`src/rtl/mem_arb_pkg.sv`:
```
// Shared types and default geometry for the cache/memory arbiter.
package mem_arb_pkg;

  localparam int DEF_MEM_LATENCY     = 4;
  localparam int DEF_WORDS_PER_BLOCK = 8;
  localparam int DEF_ADDR_W          = 16;
  localparam int DEF_DATA_W          = 16;

  // Byte-offset bits within a block (16-bit words, so two bytes per word).
  localparam int BLOCK_OFFSET_BITS = $clog2(2 * DEF_WORDS_PER_BLOCK);

  typedef enum logic [1:0] {
    IDLE   = 2'd0,
    FILL_I = 2'd1,
    FILL_D = 2'd2,
    STORE  = 2'd3
  } arb_state_t;

endpackage

```
`src/rtl/mem_arbiter_fill_sequencer.sv`:
```
// Issue and return word counters for one block fill.
module fill_sequencer
  import mem_arb_pkg::*;
#(
  parameter int WORDS_PER_BLOCK = DEF_WORDS_PER_BLOCK,
  localparam int IDX_W = $clog2(WORDS_PER_BLOCK)
) (
  input  logic             clk,
  input  logic             rst,
  input  logic             start,
  input  logic             mem_data_valid,
  output logic [IDX_W-1:0] issue_cnt,
  output logic             issuing,
  output logic [IDX_W-1:0] ret_cnt,
  output logic             last_ret
);

  localparam logic [IDX_W-1:0] LAST_IDX = IDX_W'(WORDS_PER_BLOCK - 1);

  logic [IDX_W-1:0] issue_cnt_q, issue_cnt_d;
  logic [IDX_W-1:0] ret_cnt_q, ret_cnt_d;
  logic             issuing_q, issuing_d;

  always_ff @(posedge clk) begin
    if (rst) begin
      issue_cnt_q <= '0;
      ret_cnt_q   <= '0;
      issuing_q   <= 1'b0;
    end else begin
      issue_cnt_q <= issue_cnt_d;
      ret_cnt_q   <= ret_cnt_d;
      issuing_q   <= issuing_d;
    end
  end

  always_comb begin
    issue_cnt_d = issue_cnt_q;
    ret_cnt_d   = ret_cnt_q;
    issuing_d   = issuing_q;
    if (start) begin
      // Reads begin the cycle after the grant, so start only arms the issuer.
      issuing_d   = 1'b1;
      issue_cnt_d = '0;
      ret_cnt_d   = '0;
    end else begin
      if (issuing_q) begin
        issue_cnt_d = issue_cnt_q + 1'b1;
        if (issue_cnt_q == LAST_IDX) begin
          issuing_d = 1'b0;
        end
      end
      if (mem_data_valid) begin
        ret_cnt_d = ret_cnt_q + 1'b1;
      end
    end
  end

  assign issue_cnt = issue_cnt_q;
  assign issuing   = issuing_q;
  assign ret_cnt   = ret_cnt_q;
  assign last_ret  = (ret_cnt_q == LAST_IDX);

endmodule

```
`src/rtl/mem_arbiter.sv`:
```
// Arbitrates I/D block fills and D write-through stores onto one pipelined
// memory port and steers returning words to the granted cache.
module mem_arbiter
  import mem_arb_pkg::*;
#(
  parameter int MEM_LATENCY     = DEF_MEM_LATENCY,
  parameter int WORDS_PER_BLOCK = DEF_WORDS_PER_BLOCK,
  parameter int ADDR_W          = DEF_ADDR_W,
  parameter int DATA_W          = DEF_DATA_W,
  localparam int IDX_W = $clog2(WORDS_PER_BLOCK)
) (
  input  logic              clk,
  input  logic              rst,
  input  logic              i_req,
  input  logic [ADDR_W-1:0] i_addr,
  output logic              i_fill_valid,
  output logic [IDX_W-1:0]  i_fill_offset,
  output logic              i_done,
  input  logic              d_req,
  input  logic [ADDR_W-1:0] d_addr,
  output logic              d_fill_valid,
  output logic [IDX_W-1:0]  d_fill_offset,
  output logic              d_done,
  input  logic              d_wr_req,
  input  logic [ADDR_W-1:0] d_wr_addr,
  input  logic [DATA_W-1:0] d_wr_data,
  output logic              d_wr_ack,
  output logic [DATA_W-1:0] fill_data,
  output logic              mem_en,
  output logic              mem_wr,
  output logic [ADDR_W-1:0] mem_addr,
  output logic [DATA_W-1:0] mem_wdata,
  input  logic [DATA_W-1:0] mem_data_out,
  input  logic              mem_data_valid,
  output logic              busy
);

  localparam logic [ADDR_W-1:0] BLOCK_MASK = ~ADDR_W'(2 * WORDS_PER_BLOCK - 1);
  localparam int                SETTLE_W   = $clog2(MEM_LATENCY + 1);
  localparam logic [SETTLE_W-1:0] SETTLE_DONE = SETTLE_W'(MEM_LATENCY);

  arb_state_t        state_q, state_d;
  logic              last_was_d_q, last_was_d_d;
  logic [ADDR_W-1:0] base_q, base_d;
  logic [SETTLE_W-1:0] settle_q;

  logic             seq_start;
  logic             fill_rx;
  logic             in_fill;
  logic             settled;
  logic [IDX_W-1:0] issue_cnt;
  logic             issuing;
  logic [IDX_W-1:0] ret_cnt;
  logic             last_ret;

  assign in_fill = (state_q == FILL_I) || (state_q == FILL_D);
  assign settled = (settle_q == SETTLE_DONE);
  // Returns are only accepted during a fill, and never within MEM_LATENCY
  // cycles of reset, when reads issued before reset may still come back.
  assign fill_rx = mem_data_valid && in_fill && settled;

  fill_sequencer #(
    .WORDS_PER_BLOCK(WORDS_PER_BLOCK)
  ) u_seq (
    .clk           (clk),
    .rst           (rst),
    .start         (seq_start),
    .mem_data_valid(fill_rx),
    .issue_cnt     (issue_cnt),
    .issuing       (issuing),
    .ret_cnt       (ret_cnt),
    .last_ret      (last_ret)
  );

  always_ff @(posedge clk) begin
    if (rst) begin
      state_q      <= IDLE;
      last_was_d_q <= 1'b0;
      base_q       <= '0;
      settle_q     <= '0;
    end else begin
      state_q      <= state_d;
      last_was_d_q <= last_was_d_d;
      base_q       <= base_d;
      if (!settled) begin
        settle_q <= settle_q + 1'b1;
      end
    end
  end

  always_comb begin
    state_d      = state_q;
    last_was_d_d = last_was_d_q;
    base_d       = base_q;
    seq_start    = 1'b0;
    unique case (state_q)
      IDLE: begin
        // A D-side grant last time lets a waiting I miss jump the queue.
        if (i_req && last_was_d_q) begin
          state_d      = FILL_I;
          base_d       = i_addr & BLOCK_MASK;
          last_was_d_d = 1'b0;
          seq_start    = 1'b1;
        end else if (d_req) begin
          state_d      = FILL_D;
          base_d       = d_addr & BLOCK_MASK;
          last_was_d_d = 1'b1;
          seq_start    = 1'b1;
        end else if (d_wr_req) begin
          state_d      = STORE;
          last_was_d_d = 1'b1;
        end else if (i_req) begin
          state_d      = FILL_I;
          base_d       = i_addr & BLOCK_MASK;
          last_was_d_d = 1'b0;
          seq_start    = 1'b1;
        end
      end
      FILL_I, FILL_D: begin
        if (fill_rx && last_ret) begin
          state_d = IDLE;
        end
      end
      STORE: begin
        state_d = IDLE;
      end
      default: begin
        state_d = IDLE;
      end
    endcase
  end

  always_comb begin
    mem_en    = 1'b0;
    mem_wr    = 1'b0;
    mem_addr  = '0;
    mem_wdata = '0;
    d_wr_ack  = 1'b0;
    if (in_fill && issuing) begin
      mem_en   = 1'b1;
      mem_addr = base_q | (ADDR_W'(issue_cnt) << 1);
    end else if (state_q == STORE) begin
      mem_en    = 1'b1;
      mem_wr    = 1'b1;
      mem_addr  = d_wr_addr;
      mem_wdata = d_wr_data;
      d_wr_ack  = 1'b1;
    end
  end

  assign i_fill_valid  = fill_rx && (state_q == FILL_I);
  assign d_fill_valid  = fill_rx && (state_q == FILL_D);
  assign i_fill_offset = i_fill_valid ? ret_cnt : '0;
  assign d_fill_offset = d_fill_valid ? ret_cnt : '0;
  assign i_done        = i_fill_valid && last_ret;
  assign d_done        = d_fill_valid && last_ret;
  assign fill_data     = mem_data_out;
  assign busy          = (state_q != IDLE);

endmodule

```
`config.mk`:
```
export PLATFORM = sky130hd
export DESIGN_NAME = mem_arbiter
export DESIGN_NICKNAME = d
export VERILOG_FILES = /design/src/rtl/mem_arb_pkg.sv /design/src/rtl/mem_arbiter_fill_sequencer.sv /design/src/rtl/mem_arbiter.sv
export SDC_FILE = /design/constraint.sdc
export NUM_CORES = 1
export LEC_CHECK = 0
export BUFFER_PORTS_ARGS = -buffer_cell sky130_fd_sc_hd__buf_2
export CAP_MARGIN = 20
export CORE_UTILIZATION = 39
export CTS_BUF_LIST = sky130_fd_sc_hd__clkbuf_16
export CTS_CLUSTER_SIZE = 10
export DETAILED_ROUTE_END_ITERATION = 8
export PLACE_DENSITY = 0.8
export SYNTH_ARGS = -nofsm -noshare
export SYNTH_HDL_FRONTEND = slang
export SYNTH_SLANG_ARGS = --single-unit
```
`constraint.sdc`:
```
create_clock -name clk -period 2.15 [get_ports clk]
set_clock_uncertainty 0.1 [all_clocks]
set_input_delay 0 -clock clk [delete_from_list [all_inputs] [get_ports clk]]
set_output_delay 0 -clock clk [all_outputs]
set_load 0.005 [all_outputs]
```
==> metrics.txt <==
Post-DRT Antenna Nets=0; port bufs=107; met1 Usage GRT=19.9%; final setup vio count=0; largest net degree at the start of global routing=28; H-tree Lvls=1; synthesized flop and latch total=25; Root Driver=clkbuf_16; diode count=0; area grow syn2layout=43.1%; dpl cells=328; clk_lat worst skew=260 ps; Die Area=4860 sq um; Post-Layout Cell Count=359; CP arrival=1860 ps; Final nets=404; most used routing layer=met2; dominant cell type by area after synthesis=dfxtp_1; DRT iter0 DRCs=56; Seq/Total Area, Yosys=28.0%; fin. max-slew vios=0; crit-path max FO=13; initial antenna violation count=0; setup TNS=0 ps; vias per cell=5.12; Syn Area/Cell=8.98 sq um; layout cells sized above 1=42.3%; failing checks=negative hold slack; crit path kind=reg2out; IO Count=148; GR Util met2=36.6%; CP max stage delay=460 ps; GPL Wtd Cong=0.727; fin crit share=91.2%; Core ar.=4380 sq um; data required time at the worst endpoint=2050 ps; Max Cap Viol=0; Avg WL per Cell=12.7 um; FP Rows=24; Pre-antenna DRT Iters=4; total number of vias=1839; synthesized area=1790 sq um; number of global-route vias before repair=1671; P_leak=0.00138 uW; Syn Inst Count=199; final worst path period need=1960 ps; relative slew slack=61.8%; Worst-Margin Slew=573 ps; Clock Sinks=25; Num CTS Buffers=3; RSZ-0062 raised after global routing=false; die width=69.7 um; CP endpoint kind=primary output; most area-consuming cells after synthesis=dfxtp_1 28%, mux2i_1 9.0%, and3_1 8.8%; first-pass GRT wire length=7.28 mm; cell area power density=825 nW/um^2; fmax=510 MHz; endpoints failing hold=1; total gr overflow=0; DP Wirelength=3.15 mm; Net Count, Synth=295; maximum clock insertion buffer count=2; Global Route Usage Sum=18.0%; worst path cell trace=inv_1 > ha_1 > and4_1 > and3_1 > buf_2; post-synthesis cell type count=34; top cell type's share of synthesized area=28.0%; Min Hold Slack=-0.469 ps; peak supply drop=0.445 mV; DRC viols=0; Fillers=390; Initial Util=40.8%; HP Class=in2reg; Routed WL=4.55 mm; Setup crit start kind=flop; synth warn=0; run status=finished, violations left; clock slew seen by the registers of the worst setup and hold paths=60 ps; CTS tree=built; height of the die=69.7 um; Slowest cell on crit path=and4_1; GR met3 Demand/Resource=2.33%
==> cells in the mapped netlist <==
cell type,count
nor3_1,2
xnor2_1,3
a211oi_1,8
and4_1,1
nand2_1,6
nand2b_1,2
a2111o_1,1
o32ai_1,1
nor3_2,6
a22o_1,15
nand4_1,1
o21a_1,1
o211ai_1,1
o31ai_1,2
ha_1,10
and2_0,1
inv_1,5
buf_2,2
nor2_1,4
buf_6,3
buf_4,17
mux2i_1,16
and3_1,25
clkbuf_1,12
and2_4,1
nand3_1,1
a22oi_1,1
and2_1,4
nor2b_1,1
a211oi_2,4
a21boi_2,1
or3b_4,1
a21oi_1,15
dfxtp_1,25
==> power breakdown <==
group,total [uW],internal (uW),switching (uW)
logic,1010,476,538
registers,677,589,87.9
clock network,417,252,164
==> worst max-delay path, delay by kind of cell, from the launching register on <==
family | cells | cell delay (ps)
buffers and inverters | 2 | 190
DFF | 1 | 380
and+or+nand+nor | 2 | 680
adders and majority gates | 1 | 350
==> kinds of logic after synthesis <==
family,count (synthesis),share of synthesized area (%)
flops,25,28.0
xor+xnor,3,1.47
buf+inv,39,13.2
fa+ha+maj,10,7.00
simple gates,56,19.8
mux,16,8.96
compound gates,50,21.6
==> layout make-up <==
type	instances	area (sq um)	share of cell area (%)
Inverter	5	18.8	0.734
Clock inverter	1	7.51	0.294
Multi-Input combinational cell	135	1050	41.2
Timing Repair Buffer	138	836	32.7
Clock buffer	3	75.1	2.94
Tap cell	52	65.1	2.55
Sequential cell	25	500	19.6
==> sequential cells by signal, summed over array words and instances (netlist names) <==
register         cells
base_q              12
last_was_d_q         1
settle_q             3
state_q              2
u_seq.issue_cnt      3
u_seq.issuing        1
u_seq.ret_cnt        3
==> path summary, 6_finish.rpt <==
check,startpoint,endpoint,slack (ps),depth (start not counted)
max reg2reg,last_was_d_q$_SDFFE_PP0P_,base_q[6]$_SDFFE_PP0P_,250,5
min,i_addr[4],base_q[4]$_SDFFE_PP0P_,-0.5,3
max,state_q[1]$_SDFFE_PP0P_,i_fill_offset[0],190,5
min reg2reg,settle_q[1]$_SDFFE_PP0P_,settle_q[1]$_SDFFE_PP0P_,390,2
==> routing by layer <==
metal	vias to the layer above	part of all wire [%]
met5	-	0
met2	82	53
met4	0	0.37
met1	828	40
li1	927	-
met3	2	6.4
==> cell usage in the layout (no fill, tap or decap), types with 3 or more instances in the layout <==
cell / n
a211oi_1: 8
dfxtp_1: 25
and2_1: 3
buf_2: 107
ha_1: 10
buf_4: 4
and3_1: 25
inv_1: 5
nor2_1: 4
a22o_1: 15
nor3_2: 6
mux2i_1: 16
clkbuf_16: 3
nand2_1: 6
a211oi_2: 4
a21oi_1: 15
dlygate4sd3_1: 27
xnor2_1: 3
==> repair_timing <==
item / in CTS / in global routing
endpoints found under the hold margin: 22 / 0
setup buffers: 0 / 0
hold buffers: 27 / 0
gates resized for setup: 1 / 2
endpoints found under the setup margin: 15 / 15
==> metrics by stage <==
stage | total power, uW | hold WS, ps | setup slack, ps | instance area [sq um] | utilization, %
6_report | 2110 | -0.469 | 189 | 2560 | 58.3
4_1_cts | 2120 | 10.7 | 46.2 | 2550 | 58.2
3_3_place_gp | 1630 | -100 | 130 | 2200 | 50.2
5_1_grt | 2280 | 28.9 | 36.0 | 2560 | 58.3
2_1_floorplan | 1420 | -19.2 | 466 | 1790 | -
3_5_place_dp | 1650 | -100 | 137 | 2200 | 50.2
No activity file was read; power rests on OpenSTA's default activity.
